--- src/rtl/mmio_timer_if.sv ---
// mmio_timer_if -- data-memory-port bus between the M stage and the timer.
//
// Signals:
//   addr        byte address (bits [1:0] are not used by the timer)
//   byte_en     per-byte write enables, 4'b0000 means read or no access
//   write_data  store data, already lane-aligned
//   read_data   combinational read data returned by the responder
//
// Access protocol: there is no valid/ready pair. Every cycle is an access.
// A cycle with byte_en != 0 is a store that commits on the next rising edge.
// A cycle with byte_en == 0 is a load whose read_data is valid in the same
// cycle. The responder never stalls.
//
// Modports: master = CPU side (drives the request), slave = timer side.

interface mmio_timer_if;
    logic [31:0] addr;
    logic [3:0]  byte_en;
    logic [31:0] write_data;
    logic [31:0] read_data;

    modport master (
        output addr,
        output byte_en,
        output write_data,
        input  read_data
    );

    modport slave (
        input  addr,
        input  byte_en,
        input  write_data,
        output read_data
    );
endinterface

--- src/rtl/mmio_timer.sv ---
// mmio_timer -- memory-mapped countdown timer on the M-stage data bus.
//
// Register window (16 bytes at BASE_ADDR, offset = addr[3:2]):
//   0 CTRL   R/W  {28'b0, IM, MODE[1:0], EN}
//   1 PRESET R/W  reload value, byte-writable
//   2 COUNT  RO   current count
//   3 reserved; with MMIO_TIMER_STATUS_EN defined it is STATUS:
//            read {28'b0, pending, state[1:0], EN}, write 1 to bit0 clears pending
//
// Ports:
//   clk        system clock, rising edge
//   reset      asynchronous active-low reset
//   bus        mmio_timer_if.slave (addr, byte_en, write_data, read_data)
//   irq        registered interrupt request (pending & IM)
//   state_dbg  current FSM state, IDLE=0 LOAD=1 CNT=2 INT=3
//
// Optional feature macro: MMIO_TIMER_STATUS_EN (STATUS register at offset 3).

module mmio_timer #(
    parameter logic [31:0] BASE_ADDR = 32'h00007F00
) (
    input  logic             clk,
    input  logic             reset,
    mmio_timer_if.slave      bus,
    output logic             irq,
    output logic [1:0]       state_dbg
);

    typedef enum logic [1:0] {
        ST_IDLE = 2'd0,
        ST_LOAD = 2'd1,
        ST_CNT  = 2'd2,
        ST_INT  = 2'd3
    } state_t;

    state_t      state;
    logic        ctrl_en;
    logic [1:0]  ctrl_mode;
    logic        ctrl_im;
    logic [31:0] preset;
    logic [31:0] count;
    logic        pending;

    logic        hit;
    logic [1:0]  offset;
    logic        wr;
    logic        wr_ctrl;
    logic        wr_preset;
    logic        auto_reload;
    logic        im_nxt;
    logic        pending_nxt;
    logic [31:0] rd_mux;
    logic        unused_addr_bits;

    assign hit         = (bus.addr[31:4] == BASE_ADDR[31:4]);
    assign offset      = bus.addr[3:2];
    assign wr          = hit && (bus.byte_en != 4'b0000);
    assign wr_ctrl     = wr && (offset == 2'd0);
    assign wr_preset   = wr && (offset == 2'd1);
    // MODE 1x behaves like one-shot, so only 01 selects reload.
    assign auto_reload = (ctrl_mode == 2'b01);
    assign state_dbg   = state;

    // Word-addressed registers: the byte offset inside a word is irrelevant.
    assign unused_addr_bits = ^bus.addr[1:0];

`ifdef MMIO_TIMER_STATUS_EN
    logic wr_status_clr;
    assign wr_status_clr = wr && (offset == 2'd3) && bus.byte_en[0] && bus.write_data[0];
`endif

    // IM as it will be after this edge, so irq tracks a CTRL write without
    // an extra cycle of lag while still being a pure register output.
    assign im_nxt = (wr_ctrl && bus.byte_en[0]) ? bus.write_data[3] : ctrl_im;

    // Clears are applied first; the set on INT entry is last so it wins any
    // same-cycle clear.
    always_comb begin
        pending_nxt = pending;
        if (wr_ctrl) begin
            pending_nxt = 1'b0;
        end
`ifdef MMIO_TIMER_STATUS_EN
        if (wr_status_clr) begin
            pending_nxt = 1'b0;
        end
`endif
        if ((state == ST_INT) && auto_reload) begin
            pending_nxt = 1'b0;
        end
        if ((state == ST_CNT) && ctrl_en && (count <= 32'd1)) begin
            pending_nxt = 1'b1;
        end
    end

    always_ff @(posedge clk or negedge reset) begin
        if (!reset) begin
            state     <= ST_IDLE;
            ctrl_en   <= 1'b0;
            ctrl_mode <= 2'b00;
            ctrl_im   <= 1'b0;
            preset    <= 32'd0;
            count     <= 32'd0;
            pending   <= 1'b0;
            irq       <= 1'b0;
        end else begin
            case (state)
                ST_IDLE: begin
                    if (ctrl_en) begin
                        state <= ST_LOAD;
                    end
                end
                ST_LOAD: begin
                    count <= preset;
                    state <= ST_CNT;
                end
                ST_CNT: begin
                    if (!ctrl_en) begin
                        state <= ST_IDLE;
                    end else if (count > 32'd1) begin
                        count <= count - 32'd1;
                    end else begin
                        // PRESET 0 and 1 both expire here.
                        count <= 32'd0;
                        state <= ST_INT;
                    end
                end
                ST_INT: begin
                    if (auto_reload && ctrl_en) begin
                        state <= ST_LOAD;
                    end else begin
                        state <= ST_IDLE;
                    end
                    if (!auto_reload) begin
                        ctrl_en <= 1'b0;
                    end
                end
                default: state <= ST_IDLE;
            endcase

            // CPU write comes after the FSM so its EN value wins a tie.
            if (wr_ctrl && bus.byte_en[0]) begin
                ctrl_en   <= bus.write_data[0];
                ctrl_mode <= bus.write_data[2:1];
                ctrl_im   <= bus.write_data[3];
            end

            if (wr_preset) begin
                for (int i = 0; i < 4; i++) begin
                    if (bus.byte_en[i]) begin
                        preset[8*i +: 8] <= bus.write_data[8*i +: 8];
                    end
                end
            end

            pending <= pending_nxt;
            irq     <= pending_nxt & im_nxt;
        end
    end

    always_comb begin
        rd_mux = 32'd0;
        if (hit) begin
            case (offset)
                2'd0: rd_mux = {28'd0, ctrl_im, ctrl_mode, ctrl_en};
                2'd1: rd_mux = preset;
                2'd2: rd_mux = count;
`ifdef MMIO_TIMER_STATUS_EN
                2'd3: rd_mux = {28'd0, pending, state_dbg, ctrl_en};
`else
                2'd3: rd_mux = 32'd0;
`endif
                default: rd_mux = 32'd0;
            endcase
        end
    end

    assign bus.read_data = rd_mux;

endmodule

--- src/flat_wrapper.sv ---
// flat-port wrapper written by rule: the top's interface ports become plain ports
module mmio_timer_flat 
#(
    parameter logic [31:0] BASE_ADDR = 32'h00007F00
)
  (clk, reset, irq, state_dbg, bus_addr, bus_byte_en, bus_write_data, bus_read_data);
  mmio_timer_if bus_i ();
  input  logic clk;
  input  logic reset;
  output logic irq;
  output logic [1:0] state_dbg;
  input wire logic [$bits(bus_i.addr)-1:0] bus_addr;
  input wire logic [$bits(bus_i.byte_en)-1:0] bus_byte_en;
  input wire logic [$bits(bus_i.write_data)-1:0] bus_write_data;
  output wire logic [$bits(bus_i.read_data)-1:0] bus_read_data;
  assign bus_i.addr = bus_addr;
  assign bus_i.byte_en = bus_byte_en;
  assign bus_i.write_data = bus_write_data;
  assign bus_read_data = bus_i.read_data;
  mmio_timer #(.BASE_ADDR(BASE_ADDR)) u_core (.clk(clk), .reset(reset), .bus(bus_i), .irq(irq), .state_dbg(state_dbg));
endmodule
--- config.mk ---
export PLATFORM = sky130hd
export DESIGN_NAME = mmio_timer_flat
export DESIGN_NICKNAME = d
export VERILOG_FILES = /design/src/rtl/mmio_timer_if.sv /design/src/rtl/mmio_timer.sv /design/src/flat_wrapper.sv
export SDC_FILE = /design/constraint.sdc
export NUM_CORES = 1
export LEC_CHECK = 0
export ABC_AREA = 1
export CORE_UTILIZATION = 50
export CTS_CLUSTER_DIAMETER = 120
export DETAILED_ROUTE_END_ITERATION = 12
export PLACE_DENSITY = 0.79
export SLEW_MARGIN = 20
export SYNTH_ARGS = -nofsm -noshare
export SYNTH_HDL_FRONTEND = slang
export SYNTH_SLANG_ARGS = --single-unit
--- constraint.sdc ---
create_clock -name clk -period 2.7 [get_ports clk]
set_input_delay 0.675 -clock clk [delete_from_list [all_inputs] [get_ports clk]]
set_output_delay 0.675 -clock clk [all_outputs]
set_load 0.01 [all_outputs]
==> impl_metrics.ini <==
[timing]
period_minus_slack_ns = 2.67
timing.final.hold_violations = 0
slew_headroom_pct = 58.0
clock_skew_ns = 0.0185
worstMarginPinSlew_ns = 0.628
fin_ws_ns = 0.0333
fin_tns_setup_ns = 0
post-route-period-util_pct = 98.8
finalSetupViolations = 0
slew_violations = 0
max_clock_freq_mhz = 375

[clocking]
clock_latency_ns = 0.37
numClockSinks = 72
cts_tree = yes
cts.clk_slew.worst_paths_ns = 0.09
clock_path_buffers = 2
htreeDepth = 3
cts_buffers = 9
ctsRootBufferMaster = clkbuf_8

[die]
placementRows = 35
die_w_um = 99.9
coreArea_um2 = 9280
die_h_um = 99.9
dieArea_um2 = 9990
io-pin-count = 105
initial_core_util_pct = 51.6

[placement]
hpwl_um = 10800
pre_cts_slack_ns = -0.685
place_area_um2 = 6110
place_congestion = 0.925
io_buffers = 102

[setup_path]
rr_startpoint = u_core.count[0]$_DFFE_PN0P_
start_kind = input pin
crit_path_end_kind = output port
worstSetupPathType = in -> out
reg2reg_depth = 10
worstPathArrival_ns = 1.99
reg2reg_slack_ns = 0.53
cp.required_ns = 2.03
critical_path.max_fanout = 7
crit-reg2reg-capture = u_core.count[20]$_DFFE_PN0P_

[route]
ant_nets = 0
wl_um = 16800
drt_first_pass_iters = 6
vias = 5807
drcViolationCount = 0
via_per_inst = 5.59
first_iter_violations = 470
routedWlPerCell_um = 16.2

[synth]
synthTopCellsByArea = dfrtp_1, nand2_1, nor2_1, a21oi_1, nand3_1
synth_ff_type = dfrtp_1
syn_avg_cell_area_um2 = 6.39
synthArstFlopShare_pct = 100
yosysSeqAreaShare_pct = 37.6
yosysTopAreaCell = dfrtp_1
synth_top_area_share_pct = 37.6
synth_edf_count = 0
syn_inst = 750
synth_fp_nets = 822
netlist_area_um2 = 4790
synth_cell_types = 30
yosysWarnings = 0
synth_most_common_cell = nand2_1
ys_ff_latch = 72
yosys-top-cells-count = nand2_1, nor2_1, a21oi_1, dfrtp_1, nand3_1

[global_routing]
grt_pass1_vias = 5458
grt-ovfl-total = 0
grt_pass1_wl_um = 26300
track_usage_pct = 34.0
grt_max_degree = 45
grt_antenna_before_repair = 0

[power]
leakagePower_nw = 3.33
powerDensity_nw_per_um2 = 335
ir_worst_vdd_uv = 204
finalPower_mw = 2.20

[finish]
syn2layout_area_growth_pct = 37.0
finish.utilization_pct = 70.8
diodes = 0
layout-drive-gt1-share_pct = 20.1
n_fill_cell = 771
nets = 976
fin_area_um2 = 6570

[worst_hold_path]
hold_path_class = in -> async

[status]
status = completed

[job]
maxCapViolCount = 0
[critical path, stage by stage]
cell and delay, ns:
dlygate4sd2_1 0.25, inv_2 0.07, nand3_2 0.07, nor2_2 0.11, nand2_2 0.08, nor2_4 0.13, clkinv_4 0.14, a21oi_1 0.21
clkdlybuf4s15_2 0.26
[metal layers]
metal | vias to the layer above | share of wire [%] | GRT usage (%)
li1 | 2715 | - | -
met2 | 343 | 47 | 55.5
met4 | 0 | 3.3 | 13.3
met5 | - | 0 | 0
met1 | 2694 | 40 | 45.1
met3 | 55 | 10 | 5.71
[flip-flops by register name, indices dropped and copies added (netlist names)]
register	count
u_core.preset	32
u_core.ctrl_im	1
u_core.irq	1
u_core.pending	1
u_core.ctrl_en	1
u_core.ctrl_mode	2
u_core.state_dbg	2
u_core.count	32
[kinds of logic (layout without fill, tap and decap cells)]
logic type      Yosys count  after routing  synth area share (%)
fa+ha+maj                 2              2                 0.522
compound gates          108            108                  12.2
simple gates            469            469                  40.4
buf+inv                  90            249                  7.70
xor+xnor                  9              9                  1.64
flops                    72             72                  37.6
[layout make-up]
cell class | count | area, um^2 | area share (%)
Clock buffer | 9 | 124 | 1.89
Clock inverter | 7 | 73.8 | 1.12
Inverter | 62 | 238 | 3.62
Multi-Input combinational cell | 588 | 2740 | 41.7
Sequential cell | 72 | 1800 | 27.4
Tap cell | 129 | 161 | 2.46
Timing Repair Buffer | 171 | 1430 | 21.8
[cell usage in the layout (no fill, tap or decap), drive strengths merged, types with 27 or more instances in the layout]
cell and n:
buf 97, clkdlybuf4s50 39, clkbuf 27, nor2 131, nand3 71, a21oi 90
inv 65, dfrtp 72, nand2 249
[power breakdown]
group / leakage [nW] / internal (mW) / switching [mW]
sequential: 0.991 / 1.08 / 0.000000594
clock: 0.101 / 0.364 / 0.515
combinational: 2.24 / 0.131 / 0.112
[stage by stage]
step | std cells | hold slack [ns]
floorplan | 750 | 0.379
global placement | 982 | 0.486
detailed placement | 982 | 0.489
CTS | 1035 | 0.351
global route | 1038 | 0.361
finish | 1038 | 0.345
[worst max-delay path by stage]
stage	slack, ns	end	startpoint
finish	0.03	bus_read_data[11]	bus_addr[30]
detailed placement	-0.68	bus_read_data[2]	bus_addr[5]
global route	-0.04	bus_read_data[1]	bus_addr[30]
floorplan	0.40	bus_read_data[2]	bus_addr[5]
global placement	-0.63	bus_read_data[16]	bus_addr[5]
CTS	0.05	bus_read_data[22]	bus_addr[28]
[repair_timing]
item	CTS	global route
pin swaps	22	25
setup buffers	35	2
hold buffers	0	0
cloned	2	1
setup endpoints to repair	32	67
resized for setup	167	69
Note: power is estimated with default switching activity, not from simulation.
==> variant 1: new RTL, same flow settings <==
Add a define of `MMIO_TIMER_STATUS_EN`.
--- a/src/rtl/mmio_timer.sv
+++ b/src/rtl/mmio_timer.sv
@@ -17,2 +17,4 @@
 // Optional feature macro: MMIO_TIMER_STATUS_EN (STATUS register at offset 3).
+
+`define MMIO_TIMER_STATUS_EN
 
Behaviour: not the same (a bounded check fails within 4 cycles, from zero or initial values and one cycle with reset low).
==> variant 1 against the unedited design <==
Combinational power fell by 18%. Area after synthesis rose by 0.10%. Non-clock buffer count fell by 31. Sequential cell count did not move. Critical path depth did not move. Total power rose by 2.6%. Sequential share of layout area rose by 0.29 points. Routed wire length fell by 5.4%. Design area fell by 1.0%. Critical path type unchanged. Setup slack improved by 0.0057 ns. Die area rose by 0.10%.
==> variant 1: results (changes against the unedited design) <==
qor: placement.dp_cells 941 [was 982]
qor: worst_setup_path.timing.critical_path.fanout_max 6 [was 7]
qor: logic_synthesis.synth_compound_gate_area_share 10.9% [was 12.2%]
qor: route.drtPass1Iterations 5 [was 6]
qor: power_and_ir_drop.power.ir.vdd_worst 0.000263 V [was 0.000204 V]
qor: placement.post-place-ws -0.633 ns [was -0.685 ns]
qor: global_route.gr-usage-all-layers 33.1% [was 34.0%]
qor: worst_setup_path.critPathSlowestCell dlygate4sd2_1 [was clkdlybuf4s15_2]
qor: cells_and_area.drive_gt1_share 22.3% [was 20.1%]
qor: cells_and_area.multiInputGateArea 0.00289 sq mm [was 0.00274 sq mm]
qor: logic_synthesis.post_synth_xor_xnor_area 3.10% [was 1.64%]
qor: cells_and_area.finish.net_count 904 [was 976]
qor: worst_setup_path.worst_case_reg_to_reg_path_depth 9 [was 10]
qor: global_route.grt_max_degree 30 [was 45]
qor: worst_setup_path.reg2reg_setup_slack 0.73 ns [was 0.53 ns]
qor: global_route.met3_capacity_usage_during_global_routing 4.53% [was 5.71%]
qor: logic_synthesis.postSynthNetCount 780 [was 822]
qor: logic_synthesis.ys_top_cells_by_count nand2_1 (262), nor2_1 (96), dfrtp_1 (72), nand3_1 (49), inv_1 (40) [was nand2_1 (244), nor2_1 (126), a21oi_1 (88), dfrtp_1 (72), nand3_1 (71)]
qor: logic_synthesis.synthAdderAreaFrac 0.521% [was 0.522%]
qor: placement.gp_congestion 0.930 [was 0.925]
qor: worst_setup_path.r2r_end u_core.count[11] [was u_core.count[20]]
qor: global_route.met1_capacity_usage_during_global_routing 47.6% [was 45.1%]
qor: sta.fin_crit 2.66 ns [was 2.67 ns]
qor: worst_setup_path.worst_r2r_startpoint u_core.state_dbg[1] [was u_core.count[0]]
qor: global_route.grt_use_met2 51.6% [was 55.5%]
qor: outcome.outcome finished clean [unchanged]
qor: global_route.first_pass_grt_wire_length 25,400 um [was 26,300 um]
qor: route.vias_per_cell 5.47 [was 5.59]
qor: clock_network.cts_resized 188 [was 167]
qor: sta.whs 0.360 ns [was 0.345 ns]
qor: placement.detail_placement_hpwl 11,400 um [was 10,800 um]
qor: clock_network.cts_setup_buffers 2 [was 35]
qor: route.drt_wl_total 15,900 um [was 16,800 um]
qor: global_route.first_global_vias 5,072 [was 5,458]
qor: worst_setup_path.critPathMaxStageDelay 0.20 ns [was 0.26 ns]
qor: sta.clock-skew-final 0.0159 ns [was 0.0185 ns]
qor: power_and_ir_drop.power_leakage 3.19 nW [was 3.33 nW]
qor: cells_and_area.fillerInstances 791 [was 771]
qor: logic_synthesis.yosys.cell_types.count 33 [was 30]
qor: route.vias 5,287 [was 5,807]
variant 1: changes by cell type after synthesis, sizes merged, moves of 7 or more:
cell    unedited run  this run
nand3             71        58
inv               62        41
o21bai             7         0
a21oi             90        50
o21ai              6        31
nand2            249       283
nor2             131       106
variant 1: metal layers:
metal | share of wire [%] | wire length, um
met1 | 44 | 7020
met2 | 44 | 7050
met3 | 9.1 | 1450
met4 | 2.4 | 385
met5 | 0 | 0
variant 1: report_power, final:
part	total [mW]	leakage, nW	switching, mW	internal, mW
clock	0.980	0.110	0.458	0.522
combinational	0.200	2.08	0.0886	0.111
sequential	1.08	1.00	0.000000425	1.08
total	2.26	3.19	0.546	1.71
variant 1: layout make-up:
cell class | instances | share of cell area [%]
multi-input combinational | 567 | 44.4
sequential | 72 | 27.7
inverter | 42 | 2.50
clock inverter | 7 | 1.46
timing repair buffer | 140 | 19.5
tap | 129 | 2.48
clock buffer | 9 | 1.91
==> variant 2: new RTL, config.mk and constraints unchanged <==
Made on the original files. Register the output `irq` once more, with the module's reset; this adds one clock of latency there. The other outputs are not delayed to match. Comments in the files are not updated.
--- a/src/rtl/mmio_timer.sv
+++ b/src/rtl/mmio_timer.sv
@@ -34,2 +34,4 @@
     } state_t;
+
+    logic irq_s0;
 
@@ -104,3 +106,3 @@
             pending   <= 1'b0;
-            irq       <= 1'b0;
+            irq_s0    <= 1'b0;
         end else begin
@@ -156,3 +158,3 @@
             pending <= pending_nxt;
-            irq     <= pending_nxt & im_nxt;
+            irq_s0  <= pending_nxt & im_nxt;
         end
@@ -179,2 +181,10 @@
 
+    always_ff @(posedge clk or negedge reset) begin
+        if (!reset) begin
+            irq <= '0;
+        end else begin
+            irq <= irq_s0;
+        end
+    end
+
 endmodule
Check against the original RTL: not equivalent (Yosys sat finds a counterexample within 10 cycles, from zero or initial values and one cycle with reset low).
==> variant 2 against the unedited design <==
Sequential cell count rose by 1. Routed wire length increased by 2.2%. Setup slack lost 0.0073 ns. Design area rose by 5.1%. Total power grew 7.0%. Global-route usage down 0.65 points. Area after synthesis grew 2.6%. Non-clock buffer count is 7 higher.
==> variant 2: results (changes against the unedited design) <==
qor: global_route.grt_max_degree 33 [was 45]
qor: worst_setup_path.crit_arrival 2.00 ns
qor: logic_synthesis.synthTopCellsByArea dfrtp_1 (37%), nand2_1 (23%), nor2_1 (8.0%), a21oi_1 (5.3%), nand4_1 (5.1%) [was dfrtp_1 (38%), nand2_1 (19%), nor2_1 (9.9%), a21oi_1 (9.2%), nand3_1 (7.4%)]
qor: hold_path.timing.hold.worst.class primary input to async pin [unchanged]
qor: outcome.outcome finished clean [unchanged]
qor: route.detail_route.wl_per_cell 16.3 um [was 16.2 um]
qor: sta.worst_slew_margin_rel 66.3% [was 58.0%]
qor: cells_and_area.largestRegisters u_core.count x32, u_core.preset x32 [unchanged]
qor: cells_and_area.fillerInstances 732 [was 771]
qor: power_and_ir_drop.netSwitchingFraction 25.2% [was 28.5%]
qor: global_route.first_pass_grt_wire_length 26,300 um [about the same]
qor: sta.clock-skew-final 0.0210 ns [was 0.0185 ns]
qor: route.first_iter_violations 429 [was 470]
qor: placement.gp_congestion 0.947 [was 0.925]
qor: worst_setup_path.timing.critical_path.fanout_max 8 [was 7]
qor: power_and_ir_drop.power_leakage 3.51 nW [was 3.33 nW]
qor: placement.detail_placement_hpwl 11,100 um [was 10,800 um]
qor: logic_synthesis.synth-async-reset-ratio 100% [unchanged]
qor: logic_synthesis.postSynthNetCount 835 [was 822]
qor: worst_setup_path.start_point_of_the_critical_path bus_addr[8] [was bus_addr[30]]
qor: global_route.grt_antenna_before_repair 0 [unchanged]
qor: global_route.first_global_vias 5,585 [was 5,458]
qor: logic_synthesis.ys_top_cells_by_count nand2_1 (296), nor2_1 (105), dfrtp_1 (73), inv_1 (59), a21oi_1 (52) [was nand2_1 (244), nor2_1 (126), a21oi_1 (88), dfrtp_1 (72), nand3_1 (71)]
qor: cells_and_area.finish.net_count 994 [was 976]
qor: route.vias 5,839 [was 5,807]
qor: route.drtPass1Iterations 7 [was 6]
qor: worst_setup_path.timing.critical_path.to bus_read_data[29] [was bus_read_data[11]]
qor: cells_and_area.drive_gt1_share 22.2% [was 20.1%]
qor: logic_synthesis.ys_seq_area_share 37.1% [was 37.6%]
qor: global_route.gr-usage-all-layers 33.3% [was 34.0%]
qor: logic_synthesis.yosys.cell_types.count 30 [unchanged]
qor: power_and_ir_drop.power.ir.vdd_worst 0.000291 V [was 0.000204 V]
qor: worst_setup_path.reg2reg_setup_slack 0.61 ns [was 0.53 ns]
qor: worst_setup_path.r2r_end u_core.count[22] [was u_core.count[20]]
variant 2: repair_timing:
item                                   4_1_cts  5_1_grt
pin swaps                                   17        6
endpoints found under the hold margin        0        0
gates resized for setup                    178       81
setup endpoints to repair                   32       37
cloned                                       1        5
setup buffers                               35        4
variant 2: worst max-delay path, stage by stage:
cell	delay, ns
clkdlybuf4s15_1	0.18
nand4_1	0.12
nor2_1	0.15
nand2_1	0.10
nor2_4	0.13
clkinv_4	0.16
clkbuf_16	0.21
a21oi_2	0.12
buf_2	0.15
variant 2: final cells by class:
type | instances | area share, %
Timing Repair Buffer | 178 | 22.3
Clock buffer | 9 | 1.79
Multi-Input combinational cell | 598 | 42.2
Tap cell | 129 | 2.34
Inverter | 62 | 3.44
Sequential cell | 73 | 26.4
Clock inverter | 7 | 1.49
variant 2: layer usage:
layer / share of wire (%) / GRT usage [%] / routed length [um]
met5: 0 / 0 / 0
met2: 48 / 56.3 / 8290
met1: 39 / 43.6 / 6740
met3: 9.7 / 4.69 / 1660
met4: 2.9 / 12.4 / 498
variant 2: worst min-delay path by stage:
stage | startpoint | endpoint | slack, ns
5_1_grt | reset | u_core.state_dbg[0] | 0.28
4_1_cts | reset | u_core.count[16] | 0.27
6_report | reset | u_core.count[20] | 0.26
3_3_place_gp | u_core.irq_s0 | u_core.irq | 0.34
2_1_floorplan | u_core.irq_s0 | u_core.irq | 0.33
3_5_place_dp | u_core.irq_s0 | u_core.irq | 0.34
variant 2: cell families after synthesis:
logic type	count (synthesis)	synth area share, %
xor+xnor	15	2.67
fa+ha+maj	2	0.509
compound gates	81	8.60
simple gates	500	43.3
flops	73	37.1
buf+inv	92	7.76
variant 2: power groups by stage:
stage / clock [mW] / sequential, mW / combinational [mW]
5_1_grt: 1.06 / 1.09 / 0.275
6_report: 1.00 / 1.09 / 0.258
3_3_place_gp: 0 / 1.11 / 0.207
3_5_place_dp: 0 / 1.11 / 0.211
2_1_floorplan: 0 / 1.11 / 0.0485
4_1_cts: 1.01 / 1.09 / 0.223
variant 2: stage by stage:
stage,utilization (%),setup TNS [ns],worst slack [ns],instances,area (sq um)
final,73.7,0,0.0260,1056,6910
after CTS,70.7,0,0.0138,1047,6630
after floorplan,-,0,0.417,763,4920
after global placement,66.6,-17.02,-0.617,995,6240
after global routing,73.7,-0.187,-0.0207,1056,6910
after detailed placement,66.6,-18.01,-0.634,995,6240
